==> config.mk <==
export PLATFORM = sky130hd
export DESIGN_NAME = seq_lock_detector
export DESIGN_NICKNAME = d
export VERILOG_FILES = /design/src/rtl/seq_lock_pkg.sv /design/src/rtl/seq_match.sv /design/src/rtl/seq_lock_detector.sv
export SDC_FILE = /design/constraint.sdc
export NUM_CORES = 1
export LEC_CHECK = 0
export CAP_MARGIN = 20
export CORE_MARGIN = 5
export CORE_UTILIZATION = 45
export DETAILED_ROUTE_END_ITERATION = 8
export PLACE_DENSITY_LB_ADDON = 0.12
export SETUP_SLACK_MARGIN = 0.3
export SLEW_MARGIN = 20
export SYNTH_ARGS = -nofsm -noshare
export SYNTH_HDL_FRONTEND = slang
export SYNTH_HIERARCHICAL = 1
export SYNTH_SLANG_ARGS = --single-unit
==> constraint.sdc <==
create_clock -name clk -period 3.85 [get_ports clk]
set_clock_uncertainty 0.15 [all_clocks]
set_input_delay 0.77 -clock clk [delete_from_list [all_inputs] [get_ports clk]]
set_output_delay 0.77 -clock clk [all_outputs]
set_load 0.005 [all_outputs]
==> src/rtl/seq_lock_pkg.sv <==
`default_nettype none
// ============================================================================
// Module      : seq_lock_pkg
// Description : Shared state encoding for the sequence lock detector.
// Revision    : 1.0 - initial release
// ============================================================================
package seq_lock_pkg;

    localparam int c_STATE_W = 2;

    typedef enum logic [c_STATE_W-1:0] {
        ST_HUNT     = 2'd0,
        ST_CONFIRM  = 2'd1,
        ST_LOCKED   = 2'd2,
        ST_FLYWHEEL = 2'd3
    } state_t;

endpackage
`default_nettype wire

==> src/rtl/seq_match.sv <==
`default_nettype none
// ============================================================================
// Module      : seq_match
// Description : Serial shift register with fill tracking; flags when the
//               post-shift contents equal the sync pattern.
// Revision    : 1.0 - initial release
// ============================================================================
module seq_match #(
    parameter int             PAT_W   = 4,
    parameter logic [PAT_W-1:0] PATTERN = 4'b1011
) (
    input  logic clk,
    input  logic rst_n,
    input  logic x,
    input  logic x_valid,
    output logic match
);

    localparam int c_FILL_W = $clog2(PAT_W + 1);

    logic [PAT_W-1:0]    r_shift;
    logic [c_FILL_W-1:0] r_fill;
    logic [PAT_W-1:0]    w_shift_nxt;
    logic [c_FILL_W-1:0] w_fill_nxt;

    always_comb begin
        w_shift_nxt = {r_shift[PAT_W-2:0], x};
        w_fill_nxt  = (r_fill == c_FILL_W'(PAT_W)) ? r_fill : r_fill + c_FILL_W'(1);
    end

    // Match looks at the register as it will be after this bit lands, so the
    // decision and the shift happen on the same edge.
    assign match = x_valid && (w_fill_nxt == c_FILL_W'(PAT_W)) && (w_shift_nxt == PATTERN);

    always_ff @(posedge clk or negedge rst_n) begin
        if (!rst_n) begin
            r_shift <= '0;
            r_fill  <= '0;
        end else if (x_valid) begin
            r_shift <= w_shift_nxt;
            r_fill  <= w_fill_nxt;
        end
    end

endmodule
`default_nettype wire

==> src/rtl/seq_lock_detector.sv <==
`default_nettype none
// ============================================================================
// Module      : seq_lock_detector
// Description : Frame sync detector: hunts a serial pattern, confirms it at
//               the frame period, then tracks lock with flywheel tolerance.
// Revision    : 1.0 - initial release
// ============================================================================
module seq_lock_detector
    import seq_lock_pkg::*;
#(
    parameter int               PAT_W     = 4,
    parameter logic [PAT_W-1:0] PATTERN   = 4'b1011,
    parameter int               FRAME_LEN = 8,
    parameter int               LOCK_CNT  = 2,
    parameter int               LOSS_CNT  = 2
) (
    input  logic                 clk,
    input  logic                 rst_n,
    input  logic                 x,
    input  logic                 x_valid,
    input  logic                 resync,
    output logic                 y,
    output logic                 lck,
    output logic [c_STATE_W-1:0] state,
    output logic                 frm
);

    localparam int c_BIT_W  = $clog2(FRAME_LEN + 1);
    localparam int c_CONF_W = $clog2(LOCK_CNT + 1);
    localparam int c_MISS_W = $clog2(LOSS_CNT + 1);

    state_t              r_state;
    logic [c_BIT_W-1:0]  r_bit_cnt;
    logic [c_CONF_W-1:0] r_conf_cnt;
    logic [c_MISS_W-1:0] r_miss_cnt;
    logic                r_y;
    logic                r_frm;
    logic                r_lck;

    state_t              w_state_nxt;
    logic [c_BIT_W-1:0]  w_bit_nxt;
    logic [c_CONF_W-1:0] w_conf_nxt;
    logic [c_MISS_W-1:0] w_miss_nxt;
    logic                w_y_nxt;
    logic                w_frm_nxt;
    logic                w_lck_nxt;

    logic                w_match;
    logic [c_BIT_W-1:0]  w_bit_inc;
    logic [c_CONF_W-1:0] w_conf_inc;
    logic [c_MISS_W-1:0] w_miss_inc;
    logic                w_boundary;

    seq_match #(
        .PAT_W   (PAT_W),
        .PATTERN (PATTERN)
    ) u_match (
        .clk     (clk),
        .rst_n   (rst_n),
        .x       (x),
        .x_valid (x_valid),
        .match   (w_match)
    );

    assign w_bit_inc  = r_bit_cnt + c_BIT_W'(1);
    assign w_conf_inc = r_conf_cnt + c_CONF_W'(1);
    assign w_miss_inc = r_miss_cnt + c_MISS_W'(1);
    assign w_boundary = x_valid && (w_bit_inc == c_BIT_W'(FRAME_LEN));

    always_comb begin
        w_state_nxt = r_state;
        w_bit_nxt   = r_bit_cnt;
        w_conf_nxt  = r_conf_cnt;
        w_miss_nxt  = r_miss_cnt;
        w_y_nxt     = 1'b0;
        w_frm_nxt   = 1'b0;

        if (resync) begin
            w_state_nxt = ST_HUNT;
            w_bit_nxt   = '0;
            w_conf_nxt  = '0;
            w_miss_nxt  = '0;
        end else if (x_valid) begin
            w_bit_nxt = w_bit_inc;
            if (r_state == ST_HUNT) begin
                // Any position is acceptable while hunting; the match anchors frame timing.
                if (w_match) begin
                    w_state_nxt = ST_CONFIRM;
                    w_bit_nxt   = '0;
                    w_conf_nxt  = '0;
                    w_y_nxt     = 1'b1;
                end
            end else if (w_boundary) begin
                w_bit_nxt = '0;
                w_frm_nxt = 1'b1;
                w_y_nxt   = w_match;
                case (r_state)
                    ST_CONFIRM: begin
                        if (w_match) begin
                            w_conf_nxt = w_conf_inc;
                            if (w_conf_inc == c_CONF_W'(LOCK_CNT)) begin
                                w_state_nxt = ST_LOCKED;
                            end
                        end else begin
                            w_state_nxt = ST_HUNT;
                        end
                    end
                    ST_LOCKED: begin
                        if (!w_match) begin
                            if (LOSS_CNT <= 1) begin
                                w_state_nxt = ST_HUNT;
                                w_miss_nxt  = '0;
                            end else begin
                                w_state_nxt = ST_FLYWHEEL;
                                w_miss_nxt  = c_MISS_W'(1);
                            end
                        end
                    end
                    ST_FLYWHEEL: begin
                        if (w_match) begin
                            w_state_nxt = ST_LOCKED;
                            w_miss_nxt  = '0;
                        end else if (w_miss_inc == c_MISS_W'(LOSS_CNT)) begin
                            w_state_nxt = ST_HUNT;
                            w_miss_nxt  = '0;
                        end else begin
                            w_miss_nxt  = w_miss_inc;
                        end
                    end
                    default: begin
                        w_state_nxt = ST_HUNT;
                    end
                endcase
            end
        end

        w_lck_nxt = (w_state_nxt == ST_LOCKED) || (w_state_nxt == ST_FLYWHEEL);
    end

    always_ff @(posedge clk or negedge rst_n) begin
        if (!rst_n) begin
            r_state    <= ST_HUNT;
            r_bit_cnt  <= '0;
            r_conf_cnt <= '0;
            r_miss_cnt <= '0;
            r_y        <= 1'b0;
            r_frm      <= 1'b0;
            r_lck      <= 1'b0;
        end else begin
            r_state    <= w_state_nxt;
            r_bit_cnt  <= w_bit_nxt;
            r_conf_cnt <= w_conf_nxt;
            r_miss_cnt <= w_miss_nxt;
            r_y        <= w_y_nxt;
            r_frm      <= w_frm_nxt;
            r_lck      <= w_lck_nxt;
        end
    end

    assign y     = r_y;
    assign frm   = r_frm;
    assign lck   = r_lck;
    assign state = r_state;

endmodule
`default_nettype wire

; Word-level counts from Yosys, hierarchy flattened
; Cells that the tools add are included.
[op_classes]
add_sub_neg = 4
n_eq_ne = 15
mux = 41
reduce_logical = 12
[ops]
columns = operator, n
row1 = two-way mux 2 bit, 24
row2 = two-way mux 4 bit, 5
row3 = == test 2 bit (second input constant), 6
row4 = AND reduction 5 bit, 2
row5 = two-way mux 1 bit, 9
row6 = nonzero test 3 bit, 3
row7 = == test 4 bit (second input constant), 2
row8 = == test 3 bit (second input constant), 2
row9 = inequality test 3 bit (second input constant), 2
row10 = case mux 2 bit (3 select lines), 1
row11 = adder 2 x 1 -> 2 bit (second input constant), 2
row12 = adder 4 x 1 -> 4 bit (second input constant), 1
row13 = inequality test 4 bit (second input constant), 1
row14 = case mux 2 bit (2 select lines), 1
row15 = nonzero test 2 bit, 2
row16 = adder 3 x 1 -> 3 bit (second input constant), 1
row17 = logical AND 1 bit, 3
row18 = two-way mux 3 bit, 1
row19 = == test 2 x 1 -> 1 bit (second input constant), 1
row20 = zero test 2 bit, 1
row21 = inequality test 2 bit (second input constant), 1
row22 = logical OR 1 bit, 1
[totals]
regBits = 19
in_bits = 5
out_inout_bits = 5

; Depth between registers and ports, before layout
[logic_depth]
depth_word = 13
ltp_mapped = 10
mapped_depth_nobuf = 9

; Cells and area by module
; The synthesis kept the hierarchy.
[by_module_without_submodules]
columns = module, instances, cells_each, area_each_um2, seq_area_each_um2
row1 = seq_lock_detector, 1, 84, 784.5, 325.3
row2 = seq_match, 1, 28, 309.0, 150.1

; Worst setup path before layout
; No wires, ideal clock.
[synth_timing]
path_kind = reg2reg
startpoint = reg u_match.r_fill[0]
endpoint = reg r_lck, in the netlist lck
arrival_ps = 2241
setup_slack_ps = 1380
stages_incl_launch_ff = 10
path_buffers = 1
synth_period_minus_slack_ps = 2470
cell_sequence = dfrtp_1 inv_1 ha_1 nor4bb_1 nand3_1 a21oi_2 clkbuf_1 nand3b_1 or4b_4 a21oi_1
[synth_between]
elab_chain_len = 13
word_cells_on_any_way = 18
[synth_lines]
columns = element, line_no
row1 = "start, declared", seq_match.sv:22  ; logic [c_FILL_W-1:0] r_fill;
row2 = "start signal, assigned", seq_match.sv:41  ; r_fill <= w_fill_nxt;
row3 = adder 3 x 1 -> 3 bit / == test 3 bit (equally long branches), seq_match.sv:28  ; w_fill_nxt = (r_fill == c_FILL_W'(PAT_W)) ? r_fill : r_fill + c_FILL_W'(1);
row4 = two-way mux 3 bit *, seq_match.sv:28
row5 = named net u_match.w_fill_nxt[1], seq_match.sv:24  ; logic [c_FILL_W-1:0] w_fill_nxt;
row6 = == test 3 bit *, seq_match.sv:33  ; assign match = x_valid && (w_fill_nxt == c_FILL_W'(PAT_W)) && (w_shift_nxt == PATTERN);
row7 = logical AND 1 bit * (2 in series), seq_match.sv:33
row8 = named net w_match, seq_lock_detector.sv:48  ; logic w_match;
row9 = "two-way mux 2 bit, on equally long branches", "seq_lock_detector.sv:120, seq_lock_detector.sv:99, seq_lock_detector.sv:109"
row10 = case mux 2 bit (3 select lines), seq_lock_detector.sv:97  ; case (r_state)
row11 = two-way mux 2 bit, seq_lock_detector.sv:93  ; end else if (w_boundary) begin
row12 = two-way mux 2 bit *, seq_lock_detector.sv:85  ; if (r_state == ST_HUNT) begin
row13 = two-way mux 2 bit *, seq_lock_detector.sv:83  ; end else if (x_valid) begin
row14 = two-way mux 2 bit *, seq_lock_detector.sv:78  ; if (resync) begin
row15 = == test 2 bit, seq_lock_detector.sv:137  ; w_lck_nxt = (w_state_nxt == ST_LOCKED) || (w_state_nxt == ST_FLYWHEEL);
row16 = logical OR 1 bit *, seq_lock_detector.sv:137
row17 = named net w_lck_nxt, seq_lock_detector.sv:46  ; logic w_lck_nxt;
row18 = "end signal, assigned", seq_lock_detector.sv:156  ; r_lck <= w_lck_nxt;
row19 = "end, declared", seq_lock_detector.sv:38  ; logic r_lck;
; Mark *: on every way through the listed nets, which the timed path passes. The rest lies on a longest branch.
; A chain may end at the register's enable or synchronous reset.

; Final worst setup path
[layout_timing]
startpoint = in x
endpoint = reg r_state[1], in the netlist state[1]
[layout_between]
elab_chain_len = 8
word_cells_on_any_way = 11
[layout_lines]
columns = element, line_no
row1 = "start, declared", seq_lock_detector.sv:19  ; input logic x,
row2 = == test 4 bit *, seq_match.sv:33
row3 = logical AND 1 bit *, seq_match.sv:33
row4 = named net w_match, seq_lock_detector.sv:48
row5 = "two-way mux 2 bit, on equally long branches", "seq_lock_detector.sv:120, seq_lock_detector.sv:99, seq_lock_detector.sv:109"
row6 = case mux 2 bit (3 select lines), seq_lock_detector.sv:97
row7 = two-way mux 2 bit, seq_lock_detector.sv:93
row8 = two-way mux 2 bit *, seq_lock_detector.sv:85
row9 = two-way mux 2 bit *, seq_lock_detector.sv:83
row10 = two-way mux 2 bit *, seq_lock_detector.sv:78
row11 = named net w_state_nxt[1], seq_lock_detector.sv:40  ; state_t w_state_nxt;
row12 = "end signal, assigned", seq_lock_detector.sv:150  ; r_state <= w_state_nxt;
row13 = "end, declared", seq_lock_detector.sv:32  ; state_t r_state;
; Marked as above.

==> results summary <==
The run finished with clean final reports. Dividing the detail-routed via count by the number of cells gives 5.53. Subtracting the final worst setup slack from the clock period gives between 2000 and 3000 ps. The boundary pin count is 10. The average routed wire per standard cell came out at 13.0 µm. In the post-synthesis netlist, the cell with the most instances is sky130_fd_sc_hd__dfrtp_1.

The sequential cell area in the final layout is 475 µm². The total routing usage reported by global routing is 13.0%. The total half-perimeter wirelength after legalization and detailed placement is 1.40 mm. The area occupied by multi-input gates came out at between 500 and 600 µm². The final number of setup-violating endpoints is 0.

The endpoint of the worst-slack reg-to-reg timing path is state[1]$_DFF_PN0_. The row count came out at 17. The class of the most critical setup path is in2reg. The via count of the first global-routing pass came out at 770.

sky130_fd_sc_hd__dfrtp_1 takes more of the synthesized area than any other cell. The capturing element of the worst setup path is state[1]$_DFF_PN0_. The slack of the worst reg-to-reg path came out at 1190 ps. The die is between 50 and 60 µm wide. The number of antenna violations at the first check in global routing was 0. The number of slew-limit violations in the final report came out at 0. The max-slew headroom at the worst pin is a little under half. Dividing the synthesized area by the synthesized cell count gives 9.76 µm². The most critical setup path has its startpoint at x. Yosys attributes the largest share of cell area to sky130_fd_sc_hd__dfrtp_1, sky130_fd_sc_hd__ha_1, sky130_fd_sc_hd__a21oi_1, sky130_fd_sc_hd__o21ai_0, sky130_fd_sc_hd__nand2_1. The first-pass detailed-route iteration total came out at 4. The height of the die is 59.3 µm. Once the clock tree was built, the setup fixing pass inserted 0 buffers.

The number of gates resized after CTS was 0. For the worst-skew pair, the clock arrives at the later sink with an insertion delay of 290 ps. Synthesis inferred 19 register bits.

The number of sinks handled by clock tree synthesis is 19. The endpoint class of the critical path is a register. The post-route antenna net violation count is 0.

The number of endpoints with negative hold slack in the final report came out at 0. The instance count of the mapped netlist is 112. The yosys synthesis warning count came out at 6.

The path depth of the worst reg2reg path came out at 8. The DRC violation count after routing came out at 0. The layout has 205 filler cells. Clock tree synthesis inserted a total of 3 buffers. STA puts the critical path data arrival time at approximately 2800 ps. The sum of negative setup slack is 0 ps. The reg-to-reg critical path startpoint is u_match/r_fill[0]$_DFFE_PN0P_. The repair_antennas step left the layout with diodes totalling 0. In this run the number of H-tree levels came out at 1. For the pin with the worst max-slew slack, the measured transition is a little over 800 ps. Cells with a size suffix above 1 make up 10.7% of the layout. The detailed router placed 830 vias in this run.

The total power divided by cell area came out at 363 mW/mm². The tool flagged a number of max-cap violations equal to 0. By count the netlist is led by sky130_fd_sc_hd__dfrtp_1, sky130_fd_sc_hd__nand2_1, sky130_fd_sc_hd__inv_1. The net count of the finished layout is 133. Setup repair after global routing left no endpoint under its margin. The count of hold buffers inserted by post-cts repair is 0. The count of buffers from port buffering came out at 9. The proportion of register bits with asynchronous set or reset after synthesis came out at 100%. The most common flop cell mapped by yosys is sky130_fd_sc_hd__dfrtp_1. Of the synthesized area, sequential elements account for between 40% and 50%. Compared with the post-synthesis result, the final layout area differs by 13.0%. The floorplan step defined a core boundary enclosing 0.00228 mm². Derived from the worst setup path, the maximum achievable clock frequency is 0.371 GHz. The total length of routed wires is 1.94 mm. The startpoint type of the worst setup path is a primary input. The maximum fanout count along the critical path came out at 10. The leakage power figure is 0.500 nW. The global-route wire length before repair came out at 3.48 mm.

The number of distinct library cells after synthesis came out at 40. The synthesized design contains 0 enable-type register cells. The total power of the final layout is ~450 µW. The peak ir drop on the vdd network came out at 0.000284 V. TritonCTS built the clock tree.

After the first detailed-routing iteration, the DRC count stood at 13. The tightest min-delay check is of the reg2reg type. The library cell used as clock root buffer is sky130_fd_sc_hd__clkbuf_4. After synthesis, the largest area contributor takes up a little over two fifths of total cell area. Of the available clock period, the critical path in the final layout requires 70.0%.

The die area came out at 0.00352 mm². The final estimated routing congestion in global placement is 0.817. The effective utilization at floorplan came out at 48.0%. The mapped cell area is 0.00109 mm². After clock tree synthesis, the clock-pin slew on the worst setup and hold paths is 100 ps. At the worst endpoint, the required time is 3920 ps.

The final global-route overflow total came out at 0. Entering global routing, the biggest net connects 20 pins. The number of nets handed over by synthesis was 122. No sink is reached through more buffers than the 2 on the longest clock path.
placed cells by master, fill, tap and decap left out, types with 4 or more instances in the layout:
master	synthesis	routed
sky130_fd_sc_hd__inv_1	8	8
sky130_fd_sc_hd__dfrtp_1	19	19
sky130_fd_sc_hd__clkdlybuf4s50_1	0	9
sky130_fd_sc_hd__nor2_1	7	7
sky130_fd_sc_hd__nand3b_1	4	4
sky130_fd_sc_hd__a21oi_1	7	7
sky130_fd_sc_hd__o21ai_0	7	7
sky130_fd_sc_hd__nand2_1	9	9
sky130_fd_sc_hd__ha_1	5	5
flip-flops by register name, indices dropped and copies added, names as in the netlist:
signal and flops:
frm 1, lck 1, r_conf_cnt 2, r_miss_cnt 2, y 1, state 2
u_match/r_fill 3, u_match/r_shift 3, r_bit_cnt 4
routing by layer:
layer  part of all wire (%)  global-route usage, %  vias up
li1                       -                      -      428
met1                     53                   18.9      384
met2                     41                   17.6       16
met3                    5.4                   4.79        2
met4                   0.72                   3.88        0
met5                      0                      0        -
cell type report:
cell class | instances | share of cell area [%]
Inverter | 8 | 2.43
Sequential cell | 19 | 38.5
Clock buffer | 4 | 2.13
Timing Repair Buffer | 10 | 7.89
Tap cell | 28 | 2.83
Multi-Input combinational cell | 81 | 46.3
critical path, stage by stage:
cell and delay [ps]:
sky130_fd_sc_hd__clkdlybuf4s50_1 460, sky130_fd_sc_hd__nor4bb_1 210, sky130_fd_sc_hd__nand3_1 130, sky130_fd_sc_hd__a21oi_2 350
sky130_fd_sc_hd__nand3b_1 180, sky130_fd_sc_hd__or4b_4 510, sky130_fd_sc_hd__a21oi_1 150
how the worst min path moves through the flow:
stage / from / endpoint / slack, ps / depth (start not counted)
floorplan: rst_n / frm$_DFF_PN0_ / 320 / 0
global placement: u_match/r_shift[2]$_DFFE_PN0P_ / u_match/r_shift[2]$_DFFE_PN0P_ / 340 / 1
detailed placement: u_match/r_shift[2]$_DFFE_PN0P_ / u_match/r_shift[2]$_DFFE_PN0P_ / 350 / 1
CTS: r_miss_cnt[1]$_DFFE_PN0P_ / r_miss_cnt[1]$_DFFE_PN0P_ / 370 / 2
global route: r_miss_cnt[1]$_DFFE_PN0P_ / r_miss_cnt[1]$_DFFE_PN0P_ / 390 / 2
finish: u_match/r_shift[2]$_DFFE_PN0P_ / u_match/r_shift[2]$_DFFE_PN0P_ / 360 / 1
report_power, final:
group,total (mW),switching (mW),internal [mW],leakage [nW]
Clock,0.0974,0.0571,0.0403,0.0150
Combinational,0.105,0.0530,0.0520,0.235
Sequential,0.247,0.0244,0.222,0.250
Total,0.449,0.134,0.315,0.500
per-stage QoR:
step	util [%]	instance area, µm²	instances	setup WS [ps]	hold WS [ps]
global route	54.3	1240	150	921	392
CTS	54.3	1240	150	1160	366
floorplan	-	1090	112	1380	323
global placement	53.2	1210	146	900	341
detailed placement	53.2	1210	146	854	347
finish	54.3	1240	150	1160	359
cells by family (layout without fill, tap and decap cells):
kind of cell / Yosys count / after routing / synth area share (%)
buf+inv: 12 / 22 / 4.23
flops: 19 / 19 / 43.5
mux: 3 / 3 / 3.09
xor+xnor: 4 / 4 / 3.89
fa+ha+maj: 5 / 5 / 5.72
simple gates: 37 / 37 / 19.7
compound gates: 32 / 32 / 19.9
Power figures use the tool's default switching activity.
